**config.mk**
```make
export PLATFORM = sky130hd
export DESIGN_NAME = ffe_ntap_prog
export DESIGN_NICKNAME = d
export VERILOG_FILES = /design/src/rtl/ffe_pkg.sv /design/src/rtl/ffe_coef_bank.sv /design/src/rtl/ffe_ntap_prog.sv
export SDC_FILE = /design/constraint.sdc
export NUM_CORES = 2
export LEC_CHECK = 0
export ABC_AREA = 0
export CORE_UTILIZATION = 50
export CTS_CLUSTER_DIAMETER = 40
export CTS_CLUSTER_SIZE = 25
export DETAILED_ROUTE_END_ITERATION = 12
export PLACE_DENSITY = 0.65
export REMOVE_ABC_BUFFERS = 1
export SETUP_SLACK_MARGIN = 0.5
export SYNTH_ARGS = -nofsm -noshare
export SYNTH_HDL_FRONTEND = slang
export SYNTH_SLANG_ARGS = --single-unit
```
**constraint.sdc**
```tcl
create_clock -name clk -period 25.6 [get_ports clk]
set_clock_uncertainty 0.2 [all_clocks]
set_input_delay 5.12 -clock clk [delete_from_list [all_inputs] [get_ports clk]]
set_output_delay 5.12 -clock clk [all_outputs]
set_load 0.005 [all_outputs]
```
**src/rtl/ffe_pkg.sv**
```systemverilog
// Shared defaults and the round/saturate helper used by the N-tap feed-forward equaliser.
package ffe_pkg;

    localparam int DEF_WIDTH = 12;
    localparam int DEF_TAPS  = 8;
    localparam int DEF_CW    = 12;
    localparam int DEF_FRAC  = 10;
    localparam int COEF_ONE  = 1 << DEF_FRAC;
    localparam int RND_W     = 64;

    typedef struct packed {
        logic                    sat;
        logic signed [RND_W-1:0] data;
    } sat_res_t;

    // Round half-up at the binary point, then clip to a signed width-bit range.
    function automatic sat_res_t sat_round(
        input logic signed [RND_W-1:0] acc,
        input int                      width,
        input int                      frac
    );
        logic signed [RND_W-1:0] r;
        logic signed [RND_W-1:0] hi;
        logic signed [RND_W-1:0] lo;
        sat_res_t                res;
        r  = (acc + (64'sd1 <<< (frac - 1))) >>> frac;
        hi = (64'sd1 <<< (width - 1)) - 64'sd1;
        lo = -(64'sd1 <<< (width - 1));
        if (r > hi) begin
            res.sat  = 1'b1;
            res.data = hi;
        end else if (r < lo) begin
            res.sat  = 1'b1;
            res.data = lo;
        end else begin
            res.sat  = 1'b0;
            res.data = r;
        end
        return res;
    endfunction

endpackage

```
**src/rtl/ffe_coef_bank.sv**
```systemverilog
// TAPS x CW coefficient register file; resets to the identity filter (c0 = 1.0, others 0).
module ffe_coef_bank
    import ffe_pkg::*;
#(
    parameter int  TAPS = DEF_TAPS,
    parameter int  CW   = DEF_CW,
    parameter int  FRAC = DEF_FRAC,
    localparam int AW   = $clog2(TAPS)
)(
    input  logic                 clk,
    input  logic                 rst,
    input  logic                 coef_wr_en,
    input  logic [AW-1:0]        coef_wr_addr,
    input  logic [CW-1:0]        coef_wr_data,
    output logic [TAPS*CW-1:0]   coef_flat
);

    localparam logic [CW-1:0] ONE = CW'(1) << FRAC;

    logic [CW-1:0] coef_q [TAPS];

    // Addresses beyond the last tap match no entry, so such writes fall away.
    always_ff @(posedge clk or posedge rst) begin
        if (rst) begin
            for (int k = 0; k < TAPS; k++) begin
                coef_q[k] <= (k == 0) ? ONE : '0;
            end
        end else begin
            for (int k = 0; k < TAPS; k++) begin
                if (coef_wr_en && (coef_wr_addr == AW'(k))) begin
                    coef_q[k] <= coef_wr_data;
                end
            end
        end
    end

    for (genvar g = 0; g < TAPS; g++) begin : g_flat
        assign coef_flat[g*CW +: CW] = coef_q[g];
    end

endmodule

```
**src/rtl/ffe_ntap_prog.sv**
```systemverilog
// N-tap FFE: delay line, registered products, adder, round/saturate and a 2-deep valid pipe.
module ffe_ntap_prog
    import ffe_pkg::*;
#(
    parameter int  WIDTH = DEF_WIDTH,
    parameter int  TAPS  = DEF_TAPS,
    parameter int  CW    = DEF_CW,
    parameter int  FRAC  = DEF_FRAC,
    localparam int AW    = $clog2(TAPS)
)(
    input  logic                    clk,
    input  logic                    rst,
    input  logic signed [WIDTH-1:0] ffe_in_data,
    input  logic                    load_sig,
    input  logic                    coef_wr_en,
    input  logic [AW-1:0]           coef_wr_addr,
    input  logic [CW-1:0]           coef_wr_data,
    input  logic                    bypass,
    output logic signed [WIDTH-1:0] ffe_out_data,
    output logic                    ffe_out_valid,
    output logic                    sat_flag
);

    localparam int                 PW       = WIDTH + CW;
    localparam int                 ACC_W    = PW + AW;
    localparam logic [CW-1:0]      ONE      = CW'(1) << FRAC;
    localparam logic [TAPS*CW-1:0] COEF_RST = {{((TAPS-1)*CW){1'b0}}, ONE};

    logic [TAPS*CW-1:0]      coef_flat;
    logic [TAPS*CW-1:0]      coef_snap;
    logic signed [WIDTH-1:0] x_line [TAPS];
    logic                    v0;
    logic                    byp0;
    logic signed [PW-1:0]    coef_ext [TAPS];
    logic signed [PW-1:0]    prod [TAPS];
    logic                    v1;
    logic                    byp1;
    logic signed [WIDTH-1:0] byp_data1;
    logic signed [ACC_W-1:0] acc;
    sat_res_t                rnd;

    ffe_coef_bank #(
        .TAPS (TAPS),
        .CW   (CW),
        .FRAC (FRAC)
    ) u_coef_bank (
        .clk          (clk),
        .rst          (rst),
        .coef_wr_en   (coef_wr_en),
        .coef_wr_addr (coef_wr_addr),
        .coef_wr_data (coef_wr_data),
        .coef_flat    (coef_flat)
    );

    // The coefficient snapshot is taken with the sample, so a write on the same
    // edge only affects later samples.
    always_ff @(posedge clk or posedge rst) begin
        if (rst) begin
            for (int k = 0; k < TAPS; k++) begin
                x_line[k] <= '0;
            end
            coef_snap <= COEF_RST;
            v0        <= 1'b0;
            byp0      <= 1'b0;
        end else begin
            v0 <= load_sig;
            if (load_sig) begin
                x_line[0] <= ffe_in_data;
                for (int k = 1; k < TAPS; k++) begin
                    x_line[k] <= x_line[k-1];
                end
                coef_snap <= coef_flat;
                byp0      <= bypass;
            end
        end
    end

    always_comb begin
        for (int k = 0; k < TAPS; k++) begin
            coef_ext[k] = PW'(signed'(coef_snap[k*CW +: CW]));
        end
    end

    always_ff @(posedge clk or posedge rst) begin
        if (rst) begin
            for (int k = 0; k < TAPS; k++) begin
                prod[k] <= '0;
            end
            v1        <= 1'b0;
            byp1      <= 1'b0;
            byp_data1 <= '0;
        end else begin
            for (int k = 0; k < TAPS; k++) begin
                prod[k] <= PW'(x_line[k]) * coef_ext[k];
            end
            v1        <= v0;
            byp1      <= byp0;
            byp_data1 <= x_line[0];
        end
    end

    // AW guard bits make the sum of TAPS full-scale products overflow-free.
    always_comb begin
        acc = '0;
        for (int k = 0; k < TAPS; k++) begin
            acc = acc + ACC_W'(prod[k]);
        end
        rnd = sat_round(RND_W'(acc), WIDTH, FRAC);
    end

    always_ff @(posedge clk or posedge rst) begin
        if (rst) begin
            ffe_out_data  <= '0;
            sat_flag      <= 1'b0;
            ffe_out_valid <= 1'b0;
        end else begin
            ffe_out_valid <= v1;
            if (v1) begin
                if (byp1) begin
                    ffe_out_data <= byp_data1;
                    sat_flag     <= 1'b0;
                end else begin
                    ffe_out_data <= WIDTH'(rnd.data);
                    sat_flag     <= rnd.sat;
                end
            end
        end
    end

endmodule
```
# ---- After elaboration in Yosys (flattened, before gate mapping)
# Cells that the tools add are included.
dict set report word_totals {
  register_bits 510
}
dict set report op_classes {
  addsub 8
  multipliers 8
  order_cmp 2
  eq_ne 7
  n_mux 4
  reduce_logical 9
}
# cell count
set ops {}
lappend ops {{multiplier 12 x 12 -> 24 bit} 8}
lappend ops {{2-to-1 mux 65 bit} 2}
lappend ops {{adder 27 x 24 -> 27 bit} 4}
lappend ops {{adder 27 x 11 -> 28 bit, second input constant} 1}
lappend ops {{adder 26 x 24 -> 27 bit} 1}
lappend ops {{adder 25 x 24 -> 26 bit} 1}
lappend ops {{adder 24 x 24 -> 25 bit} 1}
lappend ops {{> comparator 18 x 12 -> 1 bit, second input constant} 1}
lappend ops {{less-than comparator 18 x 12 -> 1 bit, second input constant} 1}
lappend ops {{equality test 3 bit, second input constant} 4}
lappend ops {{2-to-1 mux 12 bit} 1}
lappend ops {{logical AND 1 bit} 8}
lappend ops {{equality test 3 x 2 -> 1 bit, second input constant} 2}
lappend ops {{equality test 3 x 1 -> 1 bit, second input constant} 1}
lappend ops {{logical NOT 3 bit} 1}
lappend ops {{2-to-1 mux 1 bit} 1}

# ---- Logic depth before layout (Yosys ltp)
dict set report logic_depth {
  word_depth 12
  mapped_depth 24
}

# ---- Hierarchy
# A second synthesis with hierarchy kept.
dict set report hier_totals {
  hier_cells 6271
  area_unflattened_um2 64398.0
}
# mod n_inst cells_each area_per_inst_um2 seq_area_each_um2
set by_module_without_submodules {}
lappend by_module_without_submodules {ffe_ntap_prog 1 6062 60714.5 10361.2}
lappend by_module_without_submodules {ffe_coef_bank 1 209 3683.5 2403.6}

# ---- Worst setup path before layout
# OpenSTA, ideal clock, no wires.
dict set report synth_timing {
  path_kind {in2reg}
  from {in coef_wr_addr[2]}
  to {reg u_coef_bank.coef_q (netlist bit u_coef_bank.coef_flat[12])}
  setup_ps 125
  t_arrival_ps 6332
  t_required_ps 25275
  setup_slack_ps 18944
  cell_stages 4
  path_buffers 1
  path_cell_list {nand2b_1 nor3b_1 clkbuf_1 mux2_2}
}
dict set report synth_between {
  elab_chain_cells 2
}
# item line
set synth_rtl {}
lappend synth_rtl {{start, declared} ffe_ntap_prog.sv:16} ;# input logic [AW-1:0] coef_wr_addr,
lappend synth_rtl {{equality test 3 x 1 -> 1 bit} ffe_coef_bank.sv:30} ;# if (coef_wr_en && (coef_wr_addr == AW'(k))) begin
lappend synth_rtl {{logical AND 1 bit} ffe_coef_bank.sv:30}
lappend synth_rtl {{end signal, assigned by index} ffe_coef_bank.sv:26} ;# coef_q[k] <= (k == 0) ? ONE : '0;
lappend synth_rtl {{end signal, assigned by index} ffe_coef_bank.sv:31} ;# coef_q[k] <= coef_wr_data;
lappend synth_rtl {{end, declared} ffe_coef_bank.sv:20} ;# logic [CW-1:0] coef_q [TAPS];
# No other way between the ends.
# A chain may end at the register's enable or synchronous reset.

==> summary.txt <==
Status
  • Status: completed

Detailed routing
  • Wirelength per Cell: 19.3 um
  • Vias/cell: 5.21
  • Number of remaining DRC errors: 0
  • Antenna viol nets, final: 0
  • Via count: 41100
  • Drt first pass iters: 5
  • WL final: 152 mm
  • 1st-iter DRT viols: 2559

Job
  • Max Cap Viol: 0

Layout
  • Fillers: 11200
  • Most common cell after layout, fill and taps aside: inv_1
  • Commonest non-fill, non-tap cells in the layout: inv_1 (1547), fa_1 (1250), nand2_1 (721)
  • Area Overhead vs Synth: 6.92%
  • Ratio of cells with drive above 1 in the final layout: 0.0755
  • Nets: 7905
  • Ant. Diodes: 0

Place
  • Routability Congestion: 0.908
  • Post-DP HPWL: 121 mm
  • PortBufs: 45

Timing
  • Worst slew pin tran: 1.25 ns
  • RSZ-0062 raised after global routing: no
  • Period utilization: 0.297
  • Max Transition Viols Final: 0
  • # setup viols final: 0
  • Fmax: 131 MHz
  • Setup TNS: 0 ns
  • Final hold vios: 0
  • Rel. slew slack: 0.159
  • Fin crit period: 7.61 ns

Die
  • Die ar.: 130000 sq um
  • Row count: 131
  • Boundary Pins: 46
  • Die width: 361 um
  • DIE HEIGHT: 361 um
  • Initial Utilization: 0.504
  • Core box area: 128000 sq um

Clocking
  • Clock transition at path regs: 0.06 ns
  • Max H-tree Level: 3
  • Post-CTS setup buffer count: 0
  • CTS resizes: 0
  • Clk_lat worst skew: 0.64 ns
  • CTS root buffer: clkbuf_16
  • CTS Sinks: 510
  • Hold_buf cts: 0
  • Num CTS Buffers: 74
  • CTS Buffer Depth: 3
  • CTS tree: built

Synthesis
  • Register area share after synthesis: 0.198
  • Post-synthesis cell type count: 67
  • Dominant synthesized flop cell: dfrtp_1
  • Yosys warnings: 0
  • Number of synthesized flops with an enable pin: 0
  • Mapped Area: 64300 sq um
  • Gate Count Post-Synth: 6256
  • Synth async-reset ratio: 1.00
  • Syn avg cell area: 10.3 sq um
  • Synthesis-stage register bit count: 510

GRT
  • Vias in the first global route: 45000
  • Initial antenna violation count: 11
  • First-pass GRT wire length: 249 mm
  • Total GRT Usage: 0.247
  • Pin count of the biggest net entering global routing: 181
  • Total grt overflow: 0

Critical path
  • Reg2Reg Depth: 18
  • CP max stage delay: 0.92 ns
  • Setup crit end kind: asynchronous set/reset pin
  • CP required: 26.01 ns
  • Worst r2r src: x_line[44]
  • Crit start category: input port
  • Critical Path, Cell by Cell: clkdlybuf4s50_1, inv_8, buf_12, buf_4
  • Critical setup path kind: in2async
  • Worst-path fanout max: 180
  • RR Endpoint: prod[94]
  • Crit path DAT: 8.02 ns
  • FF-to-FF setup slack: 19.07 ns
  • CP max stage cell: buf_4

Hold path
  • Worst Hold Class: reg2reg
  • Hold path startpoint: v0
  • Hold Path Depth: 0
  • Hold endpoint: v1
==> registers in the layout (all words and copies together) (netlist names) <==
signal,cells
ffe_out_valid,1
byp1,1
coef_snap,96
v1,1
byp_data1,12
prod,192
x_line,96
v0,1
u_coef_bank.coef_flat,96
ffe_out_data,12
byp0,1
sat_flag,1
==> cell usage after synthesis (all sizes together), types with 10 or more instances <==
cell / n / area [sq um]
o21ai: 75 / 375
a21boi: 13 / 97.6
and2: 416 / 2600
dfrtp: 508 / 12700
or3: 10 / 62.6
nor2b: 17 / 106
a21oi: 104 / 573
o21a: 16 / 120
xnor2: 169 / 1480
nand3: 27 / 140
nand2b: 97 / 607
nand2: 722 / 2710
o22ai: 11 / 68.8
inv: 1548 / 5810
fa: 1250 / 25000
mux2: 281 / 3160
and3: 11 / 68.8
a21o: 34 / 255
nor3: 36 / 180
ha: 457 / 5720
clkbuf: 220 / 826
xor2: 33 / 289
nor2: 86 / 323
==> final cells by class <==
cell class                 count  area, sq um  area share
timing repair buffer          60          581     0.00844
tap                         1662         2080      0.0302
inverter                    1548         5820      0.0846
sequential                   510        12800       0.186
multi-input combinational   3972        44900       0.653
clock inverter                56          731      0.0106
clock buffer                  79         1890      0.0275
==> worst max path at each step <==
stage               from                        end  slack, ns  depth (start not counted)
floorplan            rst                       byp0       6.04                          1
global placement     rst  u_coef_bank.coef_flat[23]      17.17                          4
detailed placement   rst  u_coef_bank.coef_flat[47]      17.15                          4
CTS                  rst                 x_line[55]      17.84                          4
global route         rst                 x_line[57]      17.52                          4
finish               rst  u_coef_bank.coef_flat[35]      17.99                          4
==> cell families after synthesis <==
| kind of cell | after synthesis | synth area share |
|---|---|---|
| AO/OA/AOI/OAI | 328 | 0.0339 |
| XOR/XNOR | 202 | 0.0275 |
| adder cells (fa/ha/maj) | 1707 | 0.478 |
| buffers and inverters | 1774 | 0.104 |
| flip-flops | 510 | 0.198 |
| multiplexers | 283 | 0.0495 |
| AND/OR/NAND/NOR | 1452 | 0.109 |
==> through the flow <==
step | std cells | hold WS (ns) | worst slack (ns) | cell area (sq um) | util
floorplan | 6030 | 0.131 | 6.04 | 63500 | -
global placement | 7752 | 0.135 | 17.17 | 66200 | 0.519
finish | 7887 | 0.149 | 17.99 | 68800 | 0.539
detailed placement | 7752 | 0.137 | 17.15 | 66200 | 0.519
global route | 7887 | 0.164 | 17.52 | 68800 | 0.539
CTS | 7887 | 0.151 | 17.84 | 68800 | 0.539
==> layer usage <==
| layer | up-vias | track usage | part of all wire |
|---|---|---|---|
| li1 | 18300 | - | - |
| met1 | 21700 | 0.342 | 0.44 |
| met2 | 881 | 0.408 | 0.49 |
| met3 | 215 | 0.0317 | 0.046 |
| met4 | 6 | 0.0678 | 0.028 |
| met5 | - | 0 | 0.00023 |
==> critical path, delay by kind of cell <==
kind	cells	cell delay [ns]
buf+inv	4	2.57
Power is left out: the tool's default activity adds up to more than one toggle a clock period on the data nets, which glitch-free logic cannot reach.
